`src/rtl/dispatcher_pkg.sv`:
```
// Shared widths, instruction-class encodings and state type for the dispatch stage.
package dispatcher_pkg;

   localparam int unsigned DATA_W = 32;
   localparam int unsigned TAG_W  = 4;
   localparam int unsigned OP_W   = 6;

   localparam logic [1:0] CLS_ALU = 2'd0;
   localparam logic [1:0] CLS_LSB = 2'd1;
   localparam logic [1:0] CLS_BR  = 2'd2;

   typedef enum logic {
      ST_EMPTY = 1'b0,
      ST_HOLD  = 1'b1
   } state_e;

endpackage

```
`src/rtl/dispatcher_operand_resolve.sv`:
```
// Resolves one source operand: x0/unused, register file, ROB, then the four CDBs
// (index 0 = ALU, 1 = LSB, 2 = Branch, 3 = ROB), else waits on the rf tag.
module operand_resolve #(
   parameter int unsigned DATA_W = 32,
   parameter int unsigned TAG_W  = 4
) (
   input  logic                   use_i,
   input  logic [4:0]             reg_i,
   input  logic                   rf_busy_i,
   input  logic [DATA_W-1:0]      rf_data_i,
   input  logic [TAG_W-1:0]       rf_tag_i,
   input  logic                   rob_ready_i,
   input  logic [DATA_W-1:0]      rob_data_i,
   input  logic [3:0]             cdb_valid_i,
   input  logic [3:0][TAG_W-1:0]  cdb_tag_i,
   input  logic [3:0][DATA_W-1:0] cdb_data_i,
   output logic                   valid_o,
   output logic [DATA_W-1:0]      data_o,
   output logic [TAG_W-1:0]       tag_o
);

   logic              hit;
   logic [DATA_W-1:0] hit_data;

   always_comb begin
      hit      = 1'b0;
      hit_data = '0;
      for (int unsigned i = 0; i < 4; i++) begin
         if (!hit && cdb_valid_i[i] && (cdb_tag_i[i] == rf_tag_i)) begin
            hit      = 1'b1;
            hit_data = cdb_data_i[i];
         end
      end
   end

   always_comb begin
      valid_o = 1'b0;
      data_o  = '0;
      tag_o   = '0;
      if (!use_i || (reg_i == 5'd0)) begin
         valid_o = 1'b1;
      end else if (!rf_busy_i) begin
         valid_o = 1'b1;
         data_o  = rf_data_i;
      end else if (rob_ready_i) begin
         valid_o = 1'b1;
         data_o  = rob_data_i;
      end else if (hit) begin
         valid_o = 1'b1;
         data_o  = hit_data;
      end else begin
         tag_o   = rf_tag_i;
      end
   end

endmodule

```
`src/rtl/dispatcher.sv`:
```
// Single-entry dispatch stage: holds one decoded instruction, resolves its operands,
// allocates a ROB tag, renames rd and pushes it to ALURS, LSB or BranchRS.
module dispatcher #(
   parameter int unsigned DATA_W = dispatcher_pkg::DATA_W,
   parameter int unsigned TAG_W  = dispatcher_pkg::TAG_W,
   parameter int unsigned OP_W   = dispatcher_pkg::OP_W
) (
   input  logic              clk,
   input  logic              rst,
   input  logic              rdy,
   input  logic              clear,
   input  logic              id_valid,
   input  logic [OP_W-1:0]   id_op,
   input  logic [1:0]        id_class,
   input  logic [4:0]        id_rd,
   input  logic [4:0]        id_rs1,
   input  logic [4:0]        id_rs2,
   input  logic              id_use_rs1,
   input  logic              id_use_rs2,
   input  logic [DATA_W-1:0] id_imm,
   input  logic [DATA_W-1:0] id_pc,
   output logic              id_ready,
   output logic [4:0]        rf_q1_addr,
   output logic [4:0]        rf_q2_addr,
   input  logic              rf_q1_busy,
   input  logic [DATA_W-1:0] rf_q1_data,
   input  logic [TAG_W-1:0]  rf_q1_tag,
   input  logic              rf_q2_busy,
   input  logic [DATA_W-1:0] rf_q2_data,
   input  logic [TAG_W-1:0]  rf_q2_tag,
   output logic [TAG_W-1:0]  rob_q1_tag,
   output logic [TAG_W-1:0]  rob_q2_tag,
   input  logic              rob_q1_ready,
   input  logic [DATA_W-1:0] rob_q1_data,
   input  logic              rob_q2_ready,
   input  logic [DATA_W-1:0] rob_q2_data,
   input  logic              rob_full,
   input  logic [TAG_W-1:0]  rob_free_tag,
   output logic              rob_alloc_valid,
   output logic [OP_W-1:0]   rob_alloc_op,
   output logic [4:0]        rob_alloc_rd,
   output logic [DATA_W-1:0] rob_alloc_pc,
   output logic              rename_valid,
   output logic [4:0]        rename_rd,
   output logic [TAG_W-1:0]  rename_tag,
   input  logic              alurs_full,
   input  logic              lsb_full,
   input  logic              brrs_full,
   output logic              alurs_valid,
   output logic              lsb_valid,
   output logic              brrs_valid,
   output logic [OP_W-1:0]   dispatch_op,
   output logic [DATA_W-1:0] dispatch_imm,
   output logic [DATA_W-1:0] dispatch_pc,
   output logic              dispatch_reg1_valid,
   output logic [DATA_W-1:0] dispatch_reg1_data,
   output logic [TAG_W-1:0]  dispatch_reg1_tag,
   output logic              dispatch_reg2_valid,
   output logic [DATA_W-1:0] dispatch_reg2_data,
   output logic [TAG_W-1:0]  dispatch_reg2_tag,
   output logic [TAG_W-1:0]  dispatch_reg_dest_tag,
   input  logic              ALU_cdb_valid,
   input  logic [TAG_W-1:0]  ALU_cdb_tag,
   input  logic [DATA_W-1:0] ALU_cdb_data,
   input  logic              LSB_cdb_valid,
   input  logic [TAG_W-1:0]  LSB_cdb_tag,
   input  logic [DATA_W-1:0] LSB_cdb_data,
   input  logic              Branch_cdb_valid,
   input  logic [TAG_W-1:0]  Branch_cdb_tag,
   input  logic [DATA_W-1:0] Branch_cdb_data,
   input  logic              ROB_cdb_valid,
   input  logic [TAG_W-1:0]  ROB_cdb_tag,
   input  logic [DATA_W-1:0] ROB_cdb_data
);

   import dispatcher_pkg::*;

   state_e            state_q;
   logic [OP_W-1:0]   op_q;
   logic [1:0]        cls_q;
   logic [4:0]        rd_q, rs1_q, rs2_q;
   logic              use1_q, use2_q;
   logic [DATA_W-1:0] imm_q, pc_q;

   logic                   st_full, go, accept;
   logic [3:0]             cdb_valid;
   logic [3:0][TAG_W-1:0]  cdb_tag;
   logic [3:0][DATA_W-1:0] cdb_data;
   logic                   r1_valid, r2_valid;
   logic [DATA_W-1:0]      r1_data, r2_data;
   logic [TAG_W-1:0]       r1_tag, r2_tag;

   assign cdb_valid = {ROB_cdb_valid, Branch_cdb_valid, LSB_cdb_valid, ALU_cdb_valid};
   assign cdb_tag   = {ROB_cdb_tag, Branch_cdb_tag, LSB_cdb_tag, ALU_cdb_tag};
   assign cdb_data  = {ROB_cdb_data, Branch_cdb_data, LSB_cdb_data, ALU_cdb_data};

   always_comb begin
      case (cls_q)
         CLS_LSB: st_full = lsb_full;
         CLS_BR:  st_full = brrs_full;
         default: st_full = alurs_full;
      endcase
   end

   assign go       = (state_q == ST_HOLD) && rdy && !clear && !rob_full && !st_full;
   assign id_ready = rdy && ((state_q == ST_EMPTY) || go);
   assign accept   = id_valid && id_ready && !clear;

   assign rf_q1_addr = rs1_q;
   assign rf_q2_addr = rs2_q;
   assign rob_q1_tag = rf_q1_tag;
   assign rob_q2_tag = rf_q2_tag;

   operand_resolve #(.DATA_W(DATA_W), .TAG_W(TAG_W)) u_res1 (
      .use_i(use1_q), .reg_i(rs1_q), .rf_busy_i(rf_q1_busy), .rf_data_i(rf_q1_data),
      .rf_tag_i(rf_q1_tag), .rob_ready_i(rob_q1_ready), .rob_data_i(rob_q1_data),
      .cdb_valid_i(cdb_valid), .cdb_tag_i(cdb_tag), .cdb_data_i(cdb_data),
      .valid_o(r1_valid), .data_o(r1_data), .tag_o(r1_tag)
   );

   operand_resolve #(.DATA_W(DATA_W), .TAG_W(TAG_W)) u_res2 (
      .use_i(use2_q), .reg_i(rs2_q), .rf_busy_i(rf_q2_busy), .rf_data_i(rf_q2_data),
      .rf_tag_i(rf_q2_tag), .rob_ready_i(rob_q2_ready), .rob_data_i(rob_q2_data),
      .cdb_valid_i(cdb_valid), .cdb_tag_i(cdb_tag), .cdb_data_i(cdb_data),
      .valid_o(r2_valid), .data_o(r2_data), .tag_o(r2_tag)
   );

   // A same-edge accept refills the hold register, so HOLD wins over EMPTY.
   always_ff @(posedge clk) begin
      if (rst || clear) begin
         state_q <= ST_EMPTY;
         op_q    <= '0;
         cls_q   <= CLS_ALU;
         rd_q    <= '0;
         rs1_q   <= '0;
         rs2_q   <= '0;
         use1_q  <= 1'b0;
         use2_q  <= 1'b0;
         imm_q   <= '0;
         pc_q    <= '0;
      end else if (accept) begin
         state_q <= ST_HOLD;
         op_q    <= id_op;
         cls_q   <= id_class;
         rd_q    <= id_rd;
         rs1_q   <= id_rs1;
         rs2_q   <= id_rs2;
         use1_q  <= id_use_rs1;
         use2_q  <= id_use_rs2;
         imm_q   <= id_imm;
         pc_q    <= id_pc;
      end else if (go) begin
         state_q <= ST_EMPTY;
      end
   end

   always_comb begin
      alurs_valid           = 1'b0;
      lsb_valid             = 1'b0;
      brrs_valid            = 1'b0;
      rob_alloc_valid       = 1'b0;
      rob_alloc_op          = '0;
      rob_alloc_rd          = '0;
      rob_alloc_pc          = '0;
      rename_valid          = 1'b0;
      rename_rd             = '0;
      rename_tag            = '0;
      dispatch_op           = '0;
      dispatch_imm          = '0;
      dispatch_pc           = '0;
      dispatch_reg1_valid   = 1'b0;
      dispatch_reg1_data    = '0;
      dispatch_reg1_tag     = '0;
      dispatch_reg2_valid   = 1'b0;
      dispatch_reg2_data    = '0;
      dispatch_reg2_tag     = '0;
      dispatch_reg_dest_tag = '0;
      if (go) begin
         case (cls_q)
            CLS_LSB: lsb_valid   = 1'b1;
            CLS_BR:  brrs_valid  = 1'b1;
            default: alurs_valid = 1'b1;
         endcase
         rob_alloc_valid       = 1'b1;
         rob_alloc_op          = op_q;
         rob_alloc_rd          = rd_q;
         rob_alloc_pc          = pc_q;
         rename_valid          = (rd_q != 5'd0);
         rename_rd             = rd_q;
         rename_tag            = rob_free_tag;
         dispatch_op           = op_q;
         dispatch_imm          = imm_q;
         dispatch_pc           = pc_q;
         dispatch_reg1_valid   = r1_valid;
         dispatch_reg1_data    = r1_data;
         dispatch_reg1_tag     = r1_tag;
         dispatch_reg2_valid   = r2_valid;
         dispatch_reg2_data    = r2_data;
         dispatch_reg2_tag     = r2_tag;
         dispatch_reg_dest_tag = rob_free_tag;
      end
   end

endmodule

```
`config.mk`:
```
export PLATFORM = sky130hd
export DESIGN_NAME = dispatcher
export DESIGN_NICKNAME = d
export VERILOG_FILES = /design/src/rtl/dispatcher_pkg.sv /design/src/rtl/dispatcher_operand_resolve.sv /design/src/rtl/dispatcher.sv
export SDC_FILE = /design/constraint.sdc
export NUM_CORES = 1
export LEC_CHECK = 0
export ABC_AREA = 1
export CELL_PAD_IN_SITES_DETAIL_PLACEMENT = 1
export CELL_PAD_IN_SITES_GLOBAL_PLACEMENT = 2
export CORE_MARGIN = 4
export CORE_UTILIZATION = 18
export CTS_BUF_LIST = sky130_fd_sc_hd__clkbuf_4
export DETAILED_ROUTE_END_ITERATION = 10
export PLACE_DENSITY_LB_ADDON = 0.1
export SYNTH_ARGS = -nofsm -noshare
export SYNTH_HDL_FRONTEND = slang
export SYNTH_HIERARCHICAL = 1
export SYNTH_SLANG_ARGS = --single-unit
```
`constraint.sdc`:
```
create_clock -name clk -period 2.5 [get_ports clk]
set_input_delay 0.5 -clock clk [delete_from_list [all_inputs] [get_ports clk]]
set_output_delay 0.5 -clock clk [all_outputs]
set_load 0.005 [all_outputs]
```
==> impl_summary.txt <==
----------------------------------------------------
[Min path]
  Classification of the worst-slack hold path ... flop to flop
  Startpoint of the lowest-slack hold path ... imm_q[31]

[Clock tree]
  Max clock buf depth ... 2
  Clock Latency Late Sink ... 0.53 ns
  Number of buffers inserted for hold repair after clock tree synthesis ... 0
  H-tree depth ... 3
  Clock tree sinks ... 90
  TritonCTS clock tree ... built
  Number of clock buffers inserted by TritonCTS ... 9
  Clock-pin slew on the worst setup and hold paths ... 0.16 ns
  Cell at the root of the clock tree ... sky130_fd_sc_hd__clkbuf_4

[Global routing]
  Antenna violations before repair ... 23
  Wire length of the first global-routing pass ... 119000 um
  Number of global-route vias before repair ... 17.6k
  Pin count of the biggest net entering global routing ... 91
  Overflow left after global routing ... 0
  Total track usage ... 24.7%

[Synthesis]
  Portion of synthesized cell area occupied by the leading cell type ... 16.5%
  Fraction of the yosys area taken by sequential cells ... 16.5%
  Post-synthesis area per instance ... 5.21 um^2
  Post-synthesis sequential element count ... 90
  Async set-reset flop share out of synthesis ... 0%
  Post-synth cell types ... 30
  Top post-synthesis cells by area ... sky130_fd_sc_hd__dfxtp_1 17%, sky130_fd_sc_hd__inv_1 13%, sky130_fd_sc_hd__nor2_1 12%
  Share of cell area taken by muxes after synthesis ... 0%
  Count of flip-flops with a built-in enable after synthesis ... 0
  Cells after Synth ... 2091
  Largest area contributor in the netlist ... sky130_fd_sc_hd__dfxtp_1
  Synthesized-area fraction occupied by xor and xnor cells ... 0.460%
  Synthesized-area fraction occupied by adder cells ... 0.230%
  Most numerous cell in the Yosys netlist ... sky130_fd_sc_hd__inv_1
  Main flop type after synthesis ... sky130_fd_sc_hd__dfxtp_1
  Basic-gate share of the synthesized area counting and, or, nand and nor cells ... 49.8%
  Syn Std Cell Area ... 0.0109 mm^2
  Number of nets in the synthesized netlist ... 2483
  Post-synth top cells ... 389 x sky130_fd_sc_hd__inv_1, 342 x sky130_fd_sc_hd__nor2_1, 334 x sky130_fd_sc_hd__nand2_1
  Largest family of logic cells by synthesized area ... simple AND/OR/NAND/NOR gates
  Complex-gate fraction of the synthesized area ... 9.34%
  Number of warnings printed during yosys synthesis ... 6

[Worst setup path]
  Reg-to-reg critical path startpoint ... cls_q[1]
  CP startpoint kind ... input port
  Worst Setup End Kind ... output port
  Cell occurring most often along the worst timing path ... sky130_fd_sc_hd__nor2_4
  Cell Chain, Critical Path ... buf_8 -> inv_8 -> buf_6 -> nand2_4 -> o21ai_4 -> nor2_4 -> nand2_4 -> buf_6 -> nand3_4 -> buf_12 -> buf_12 -> buf_8 -> nor3_4 -> nor2_4 -> nand2_2 -> a21oi_2 -> inv_2 -> nor2_4 -> buf_2
  Worst path slowest cell ... sky130_fd_sc_hd__nand3_4
  Crit path DAT ... 2.40 ns
  Highest fanout seen on the critical path ... 4
  Required time reported for the critical path endpoint ... 2.00 ns
  Delay contributed by the slowest stage of the critical path ... 0.14 ns
  Crit path from ... rf_q2_tag[3]
  Type of the worst setup path ... input port to output port

[Floorplanning]
  Standard-cell row count ... 89
  Total Die Area ... 0.0645 mm^2
  Die height ... 254 um
  X dimension of the die ... 254 um
  Placeable Area ... 0.0595 mm^2
  I/O pins ... 614
  Starting density of the core ... 18.3%

[Detailed routing]
  Routed WL per cell ... 23.5 um
  Post-detailed-route DRC marker count ... 0
  Vias after detailed routing ... 16.9k
  Routed Wire Length ... 84900 um
  Via count normalized by instance count ... 4.66
  First DRT Iteration DRCs ... 723
  Detail Route Antenna Nets ... 0
  Initial DRT Pass Iterations ... 5

[Final layout]
  Number of inserted filler cells in the final layout ... 7322
  Syn-to-layout area delta ... 119%
  Fraction of layout instances using a drive strength above 1 ... 41.9%
  Final std cells w/o fill ... 3619
  Post-layout net count ... 3220
  Final cell area excluding filler cells ... 0.0239 mm^2

[STA]
  Total count of hold-check failures in the final report ... 0
  Final worst clock skew ... 0.0151 ns
  Unrepaired setup endpoints after global routing ... yes
  Final critical-path setup slack ... -0.402 ns
  Max-Slew Margin vs Limit ... 54.9%
  Fin crit period ... 2.90 ns
  Part of the cycle the worst path needs ... 116%
  Smallest hold slack ... 0.550 ns
  Max-slew violations ... 0
  Final setup violation count ... 203
  Maximum clock rate ... 345 MHz
  Transition time of the tightest slew-check pin ... 0.677 ns

[Place]
  Final GP Congestion ... 0.862
  Number of port buffers ... 613
  Cell total after placement ... 3425
  Detailed Place HPWL ... 59500 um
  Setup slack at placement ... -1.49 ns
  Placed Instance Area ... 0.0187 mm^2

[Run status]
  Failing checks ... negative setup slack
  Run status ... finished, violations left

[Pwr]
  Worst IR Drop VDD ... 0.166 mV
  Power density over cell area ... 217 mW/mm^2
  Leakage power total ... 0.0103 uW

[Job]
  Maxcap violations ... 0

----------------------------------------------------
-- cells in the final DEF (no fill, tap or decap), drive strengths merged --
cell | Yosys | layout
buf | 107 | 543
inv | 401 | 399
clkdlybuf4s50 | 0 | 374
nor2 | 352 | 352
nand2 | 338 | 338
nand3 | 208 | 208
nand4 | 157 | 157
a21oi | 128 | 128
dfxtp | 90 | 90
o21ai | 66 | 66
nor3 | 63 | 63
and2 | 62 | 62
clkbuf | 103 | 25
diode | 0 | 14
clkinv | 2 | 6
xnor2 | 4 | 4
a21boi | 3 | 3
clkdlybuf4s15 | 0 | 3
or2 | 2 | 2
o41ai | 2 | 2
ha | 2 | 2
bufinv | 0 | 2
a31oi | 1 | 1
bufbuf | 0 | 1
dlygate4sd2 | 0 | 1
-- sequential cells by signal (all words and copies together), names as in the netlist --
signal,flops
pc_q,32
use2_q,1
rf_q1_addr,5
use1_q,1
imm_q,32
rf_q2_addr,5
state_q,1
cls_q,2
op_q,6
rd_q,5
-- area by class of cell --
cell class / instances / area, um^2 / area share (%)
well taps: 773 / 967 / 4.05
multi-input cells: 1388 / 9560 / 40.1
clock buffers: 11 / 82.6 / 0.346
inverters: 403 / 1560 / 6.55
clock inverters: 4 / 43.8 / 0.184
diodes: 14 / 35.0 / 0.147
flip-flops and latches: 90 / 1810 / 7.59
repair buffers: 936 / 9800 / 41.1
-- layer usage --
layer / vias to the layer above / share of wire [%] / global-route usage [%]
li1: 8009 / - / -
met1: 8216 / 39 / 28.1
met2: 511 / 52 / 45.2
met3: 103 / 6.2 / 6.18
met4: 18 / 2.6 / 7.57
met5: - / 0.12 / 0
-- logic make-up (layout without fill, tap and decap cells) --
kind of cell / Yosys count / after routing
AND/OR/NAND/NOR: 1182 / 1182
buffers and inverters: 613 / 1354
AO/OA/AOI/OAI: 200 / 200
flip-flops: 90 / 90
XOR/XNOR: 4 / 4
adder cells (fa/ha/maj): 2 / 2
other: 0 / 14
-- power breakdown --
part | internal, uW | switching [uW]
clock | 316 | 572
sequential | 1470 | 12.2
combinational | 1420 | 1400
total | 3210 | 1980
-- per-stage QoR --
stage                     setup TNS (ns)  power [uW]  utilization (%)
after global routing              -73.26        5470             40.1
after CTS                         -56.13        5090             37.5
after detailed placement         -140.47        3540             31.4
after global placement           -139.97        3520             31.4
after floorplan                        0        2250                -
final                             -44.80        5190             40.1
-- critical path: cells and delay by family --
kind                   cells  cell delay [ns]
buffers and inverters      9             0.90
AO/OA/AOI/OAI              2             0.20
AND/OR/NAND/NOR            8             0.78
-- worst paths after layout --
kind                            cells after the start                      to  slack, ns
worst max-delay path                               19  dispatch_reg2_data[31]      -0.40
worst min-delay path                                4               imm_q[31]       0.55
worst max register to register                     14                pc_q[16]       0.46
worst min register to register                      4               imm_q[31]       0.55
-- repair_timing --
| action | 4_1_cts | 5_1_grt |
|---|---|---|
| pin swaps | 239 | 223 |
| gates cloned | 39 | 8 |
| resized for setup | 1526 | 507 |
| setup buffers | 110 | 40 |
| endpoints found under the setup margin | 206 | 206 |
| endpoints found under the hold margin | 0 | 0 |
No activity file was read; power rests on OpenSTA's default activity.
